File: config.mk
export PLATFORM = sky130hd
export DESIGN_NAME = ps2_receiver
export DESIGN_NICKNAME = d
export VERILOG_FILES = /design/src/rtl/ps2_receiver.sv
export SDC_FILE = /design/constraint.sdc
export NUM_CORES = 1
export LEC_CHECK = 0
export ABC_AREA = 1
export CORE_MARGIN = 4
export CORE_UTILIZATION = 54
export CTS_BUF_LIST = sky130_fd_sc_hd__clkbuf_2
export DETAILED_ROUTE_END_ITERATION = 12
export PLACE_DENSITY = 0.73
export REMOVE_ABC_BUFFERS = 1
export SLEW_MARGIN = 10
export SYNTH_ARGS = -nofsm -noshare
export SYNTH_HDL_FRONTEND = slang
export SYNTH_SLANG_ARGS = --single-unit
File: constraint.sdc
create_clock -name clock -period 4.8 [get_ports clock]
set_clock_uncertainty 0.15 [all_clocks]
set_input_delay 0.96 -clock clock [delete_from_list [all_inputs] [get_ports clock]]
set_output_delay 0.96 -clock clock [all_outputs]
set_load 0.005 [all_outputs]
File: src/rtl/ps2_receiver.sv
// PS/2 device-to-host receiver: filtered clock, 11-bit frame FSM, E0/F0 prefix decode.
// Optional partial-frame timeout is built when PS2_TIMEOUT_EN is defined.
module ps2_receiver #(
  parameter int unsigned FILTER  = 8,
  parameter logic [15:0] TIMEOUT = 16'd2000
) (
  input  logic        clock,
  input  logic        reset,
  input  logic        ce,
  input  logic [1:0]  ps2,
  output logic [10:0] ps2_key,
  output logic        error
);

  typedef enum logic [1:0] {StIdle, StData, StParity, StStop} state_e;

  state_e            r_state;
  logic [FILTER-1:0] r_filt;
  logic              r_clk_f;
  logic              r_data;
  logic [2:0]        r_cnt;
  logic [7:0]        r_shift;
  logic              r_par;
  logic              r_ext;
  logic              r_rel;

  logic              w_fall;
  logic              w_odd;
  logic              w_drop;

  // Edge is seen on the ce cycle where the filter first reads all zeros.
  assign w_fall = r_clk_f & ~(|r_filt);
  assign w_odd  = ^{r_shift, r_par};

  always_comb begin
    w_drop = 1'b0;
    case (r_shift)
      8'hE1, 8'hAA, 8'hFA, 8'hEE, 8'hFE, 8'h00, 8'hFF: w_drop = 1'b1;
      default: w_drop = 1'b0;
    endcase
  end

`ifdef PS2_TIMEOUT_EN
  logic [15:0] r_to;
`else
  logic w_unused_timeout;
  assign w_unused_timeout = ^TIMEOUT;
`endif

  always_ff @(posedge clock) begin
    if (reset) begin
      r_state <= StIdle;
      r_filt  <= '1;
      r_clk_f <= 1'b1;
      r_data  <= 1'b1;
      r_cnt   <= 3'd0;
      r_shift <= 8'd0;
      r_par   <= 1'b0;
      r_ext   <= 1'b0;
      r_rel   <= 1'b0;
      ps2_key <= 11'd0;
      error   <= 1'b0;
`ifdef PS2_TIMEOUT_EN
      r_to    <= 16'd0;
`endif
    end else begin
      error <= 1'b0;
      if (ce) begin
        r_filt <= {r_filt[FILTER-2:0], ps2[0]};
        r_data <= ps2[1];
        if (&r_filt) begin
          r_clk_f <= 1'b1;
        end else if (~(|r_filt)) begin
          r_clk_f <= 1'b0;
        end

        if (w_fall) begin
          case (r_state)
            StIdle: begin
              if (!r_data) begin
                r_state <= StData;
                r_cnt   <= 3'd0;
              end
            end
            StData: begin
              r_shift <= {r_data, r_shift[7:1]};
              r_cnt   <= r_cnt + 3'd1;
              if (r_cnt == 3'd7) r_state <= StParity;
            end
            StParity: begin
              r_par   <= r_data;
              r_state <= StStop;
            end
            StStop: begin
              r_state <= StIdle;
              if (r_data && w_odd) begin
                if (r_shift == 8'hE0) begin
                  r_ext <= 1'b1;
                end else if (r_shift == 8'hF0) begin
                  r_rel <= 1'b1;
                end else begin
                  r_ext <= 1'b0;
                  r_rel <= 1'b0;
                  if (!w_drop) ps2_key <= {~ps2_key[10], ~r_rel, r_ext, r_shift};
                end
              end else begin
                error <= 1'b1;
                r_ext <= 1'b0;
                r_rel <= 1'b0;
              end
            end
            default: r_state <= StIdle;
          endcase
        end

`ifdef PS2_TIMEOUT_EN
        if (w_fall || r_state == StIdle) begin
          r_to <= 16'd0;
        end else if (r_to == TIMEOUT - 16'd1) begin
          r_to    <= 16'd0;
          r_state <= StIdle;
          error   <= 1'b1;
          r_ext   <= 1'b0;
          r_rel   <= 1'b0;
        end else begin
          r_to <= r_to + 16'd1;
        end
`endif
      end
    end
  end

endmodule

# Yosys cells after proc, flatten, opt, wreduce, memory -nomap -nowiden
# Cells that the tools add are included.
[classes]
add_sub_neg = 1
n_mul = 0
div = 0
magnitude_cmp = 0
n_eq_ne = 17
n_shift = 0
muxes = 15
bitwise = 10
n_reduce_logical = 17
[op_table]
columns = ["cell", "n"]
rows = [
  ["$eq A8 B8 Y1 const B", 8],
  ["$reduce_and A4 Y1", 4],
  ["$mux W1", 10],
  ["$not A1 Y1", 9],
  ["$reduce_xor A9 Y1", 1],
  ["$logic_not A8 Y1", 1],
  ["$pmux W2 S4", 1],
  ["$reduce_and A8 Y1", 1],
  ["$reduce_or A8 Y1", 1],
  ["$reduce_and A7 Y1", 1],
  ["$reduce_or A7 Y1", 1],
  ["$ne A2 B2 Y1 const B", 3],
  ["$pmux W3 S2", 1],
  ["$reduce_and A3 Y1", 2],
  ["$eq A2 B2 Y1 const B", 2],
  ["$mux W2", 2],
  ["$reduce_or A4 Y1", 1],
  ["$add A3 B1 Y3 const B", 1],
  ["$eq A3 B3 Y1 const B", 1],
  ["$mux W3", 1],
  ["$ne A3 B3 Y1 const B", 1],
  ["$eq A2 B1 Y1 const B", 1],
  ["$logic_not A2 Y1", 1],
  ["$ne A2 B1 Y1 const B", 1],
  ["4 further kinds", 4],
]
[totals]
register_bits = 38
latchBits = 0
ramBits = 0
rom_bits = 0
inputBits = 5
out_inout_bits = 12
elab_cells = 71
memories = 0

# Logic depth before layout (Yosys ltp)
[logic_depth]
depth_word = 5
mapped_depth = 14
depth_no_buf = 13

# Worst setup path before layout
# Ideal clock, no wire load.
[synth_path]
kind = "input-to-reg"
from = "input ce"
to = "register ps2_key[10]"
setup_time_ns = 0.113
arrival_time_ns = 1.895
required_ns = 4.537
path_slack_ns = 2.642
stages = 11
path_buffers = 1
cell_sequence = "nand2_1 nor3_2 and2_4 nand3_2 clkinv_2 nand2_2 nor2_4 buf_6 nand2_1 nand2_1 nor2_1"
[synth_via]
elab_chain_cells = 1
[synth_rtl]
columns = ["element", "line", "text"]
rows = [
  ["start, declared", "9", "input logic ce,"],
  ["$reduce_and A7 Y1 (no source line)", "--", ""],
  ["end signal, assigned", "104", "if (!w_drop) ps2_key <= {~ps2_key[10], ~r_rel, r_ext, r_shift};"],
  ["end, declared", "11", "output logic [10:0] ps2_key,"],
]
# Every way passes these cells.
# A chain may end at the register's enable or synchronous reset.

# Final worst setup path
[layout_path]
from = "input ce"
to = "register ps2_key[6]"
# The elaborated chain is that of the path after synthesis.

==> parameters.txt <==
Parameter                              Value

Timing
  Final hold violations ... 0
  Final-report setup violation count ... 0
  Hold WS ... 0.3298 ns
  Clock period minus final worst setup slack ... 2.833 ns
  Setup repair after global routing missed its margin ... false
  Remaining max-slew budget at the tightest pin ... 45.51%
  Highest Clock Rate ... 352.9 MHz
  Least-Margin Pin Slew ... 0.8164 ns
  TNS Setup ... 0 ns
  Count of pins over their slew limit ... 0
  Period Utilization, post-route ... 59.03%

Critical path
  Timing endpoint of the critical path ... ps2_key[6]
  Maximum fanout encountered on the critical timing path ... 22
  Register-to-Register Path Depth ... 13
  Kind of critical path ... input pin to register
  Internal reg-to-reg setup slack ... 2.80 ns
  CP max-delay cell ... sky130_fd_sc_hd__clkdlybuf4s50_1
  Type of element launching the critical path ... input pin
  Slowest stage delay, CP ... 0.75 ns
  Data arrival at the endpoint of the critical path ... 3.01 ns
  Critical path cell sequence ... clkdlybuf4s50_1 -> nand2_1 -> nor3_2 -> and2_4 -> nand3_2 -> clkinv_2 -> nand2_2 -> nor2_4 -> nand2_1 -> nand2_1 -> nor2_1
  Worst Setup End Kind ... register
  CP most frequent cell ... sky130_fd_sc_hd__nand2_1
  R2R Path End ... ps2_key[6]
  Req. time, crit path ... 4.97 ns
  Worst reg2reg path startpoint ... r_shift[0]
  Critical path origin ... ce

Yosys
  Warnings, synthesis ... 0
  Dominant register cell in the synthesized netlist ... sky130_fd_sc_hd__dfxtp_1
  Fraction of registers with async set/reset ... 0%
  EDFF count, synth ... 0
  Mean instance size in the synthesized netlist ... 6.988 um2
  Cell variety after synth ... 25
  Summed instance area of the synthesized netlist ... 1803 um2
  Synthesized instance count ... 258
  Flops & latches, synth ... 38
  Fraction of the yosys area taken by sequential cells ... 42.19%

Route
  Average routed wire per standard cell ... 10.09 um
  Remaining number of nets flagged by the antenna check after routing ... 0
  Drt drc ... 0
  Number of vias per cell ... 4.956
  Number of search-and-repair iterations in the first detailed-routing pass ... 4
  DRC marker count from the first detailed-route iteration ... 87
  Via Count ... 1576
  Total wirelength of the detailed-routed design ... 3.210 mm

Final layout
  Final core area utilization ... 65.80%
  Final layout net count ... 284
  Number of filler cells placed in the layout ... 299
  Syn-to-layout area delta ... 14.16%
  Antenna cell count ... 0
  Multi-input logic area ... 868.3 um2
  Sequential standard cell area ... 760.7 um2
  Share of cells above drive strength 1 ... 8.394%
  Final non-filler cell total ... 318

Floorplan
  Effective utilization at floorplan ... 57.64%
  Die W ... 65.78 um
  Number of core rows ... 20
  Number of I/O pins ... 17
  Area enclosed by the die boundary ... 4327 um2
  Die Span Y ... 65.78 um
  Core footprint ... 3128 um2

Clocking
  Postcts setup bufs ... 0
  Clock tree from TritonCTS ... yes
  Clock slew at reported path FFs ... 0.19 ns
  Number of hold-repair buffers added at the cts stage ... 0
  Clock sink total ... 38
  Clock Tree Buf Depth ... 2
  Cts bufs inserted ... 5
  Root cell of the clock tree ... sky130_fd_sc_hd__clkbuf_2
  Quantity of gates resized following cts ... 0
  Clock latency reported for the late side of the worst-skew pair ... 0.40 ns
  Number of H-tree levels ... 2

Placement
  RD Place Congestion ... 0.8408
  HPWL after detailed placement ... 2.293 mm
  Total placed cells including tap cells ... 310
  PortBufs ... 16

GRT
  Number of antenna violations at the first check in global routing ... 0
  Overflow left after global routing ... 0
  First-pass GRT wire length ... 5.506 mm
  Total routing usage reported by global routing ... 16.61%
  Vias in the first global route ... 1332
  Maximum number of pins on one net before global-route repair ... 30

Pwr
  Total power after layout ... 0.5897 mW
  Power per cell area ... 286.5 nW/um2
  Leakage component of the power ... 0.9082 nW
  Largest vdd supply drop ... 145.7 uV

Outcome
  Status ... completed

Min path
  Startpoint of the most critical hold path ... r_cnt[1]
  Path class of the lowest-slack min-delay path ... register to register

Run
  Max-capacitance violation count ... 0
[placed cells by master, fill, tap and decap left out, types with 4 or more instances in the layout]
master                            count
sky130_fd_sc_hd__clkdlybuf4s50_1     16
sky130_fd_sc_hd__inv_2                7
sky130_fd_sc_hd__dfxtp_1             38
sky130_fd_sc_hd__inv_1               25
sky130_fd_sc_hd__clkbuf_2             5
sky130_fd_sc_hd__nand4_1              4
sky130_fd_sc_hd__a21oi_1             21
sky130_fd_sc_hd__nor2_1              39
sky130_fd_sc_hd__ha_1                 6
sky130_fd_sc_hd__nand3_1             13
sky130_fd_sc_hd__o21ai_0             17
sky130_fd_sc_hd__nand2_1             61
[cell families (layout without fill, tap and decap cells)]
logic type               Yosys count  after routing  synth area share, %
AO/OA/AOI/OAI                     45             45                13.18
flip-flops                        38             38                42.19
AND/OR/NAND/NOR                  128            128                30.81
adder cells (fa/ha/maj)            6              6                4.164
buffers and inverters             41             57                9.646
[area by class of cell]
| type | count | share of cell area, % |
|---|---|---|
| Multi-Input combinational cell | 179 | 42.19 |
| Tap cell | 44 | 2.675 |
| Sequential cell | 38 | 36.96 |
| Clock buffer | 5 | 1.216 |
| Clock inverter | 3 | 3.100 |
| Inverter | 33 | 6.079 |
| Timing Repair Buffer | 16 | 7.781 |
[power breakdown]
group          internal (mW)  switching, mW  total, mW
clock network          0.139          0.105      0.243
registers              0.321        0.00371      0.324
logic                0.00864         0.0135     0.0221
[stage by stage]
stage	worst slack [ns]	instance area (um2)
finish	1.967	2058
global route	1.812	2058
CTS	2.008	2058
detailed placement	1.530	1969
global placement	1.598	1969
floorplan	2.556	1754
[synth_stat cells (2+ instances only)]
master / n / area, um2
sky130_fd_sc_hd__clkbuf_1: 5 / 18.77
sky130_fd_sc_hd__o21ai_0: 17 / 85.08
sky130_fd_sc_hd__nand3_1: 13 / 65.06
sky130_fd_sc_hd__dfxtp_1: 38 / 760.7
sky130_fd_sc_hd__o21ai_1: 3 / 15.01
sky130_fd_sc_hd__nor2_4: 2 / 22.52
sky130_fd_sc_hd__ha_1: 6 / 75.07
sky130_fd_sc_hd__nand4_1: 4 / 25.02
sky130_fd_sc_hd__inv_2: 7 / 26.28
sky130_fd_sc_hd__nand2_1: 61 / 229.0
sky130_fd_sc_hd__inv_1: 25 / 93.84
sky130_fd_sc_hd__nand3_2: 2 / 20.02
sky130_fd_sc_hd__nand2_2: 2 / 12.51
sky130_fd_sc_hd__nor3_1: 2 / 10.01
sky130_fd_sc_hd__nor2_1: 39 / 146.4
sky130_fd_sc_hd__buf_6: 2 / 22.52
sky130_fd_sc_hd__o211ai_1: 2 / 15.01
sky130_fd_sc_hd__a21oi_1: 21 / 105.1
[sequential cells by signal (all words and copies together) (netlist names)]
signal	count
r_filt	8
r_par	1
r_state	2
r_rel	1
r_clk_f	1
error	1
r_data	1
r_ext	1
r_shift	8
ps2_key	11
r_cnt	3
[critical path, delay by kind of cell]
family        cells  cell delay, ns
simple gates      9            1.22
buf+inv           2            0.83
[worst min-delay path by stage]
stage,endpoint,cells past startpoint,slack (ns)
floorplan,r_filt[1],2,0.29
global placement,r_cnt[1],2,0.31
detailed placement,r_cnt[1],2,0.31
CTS,r_cnt[1],2,0.34
global route,r_cnt[2],2,0.36
finish,r_cnt[1],2,0.33
[metal layers]
layer / vias to the layer above / part of all wire, % / track usage, %
li1: 849 / - / -
met1: 690 / 49 / 18.78
met2: 29 / 43 / 27.53
met3: 8 / 5.3 / 4.082
met4: 0 / 2.5 / 10.88
met5: - / 0 / 0
Power figures use the tool's default switching activity.
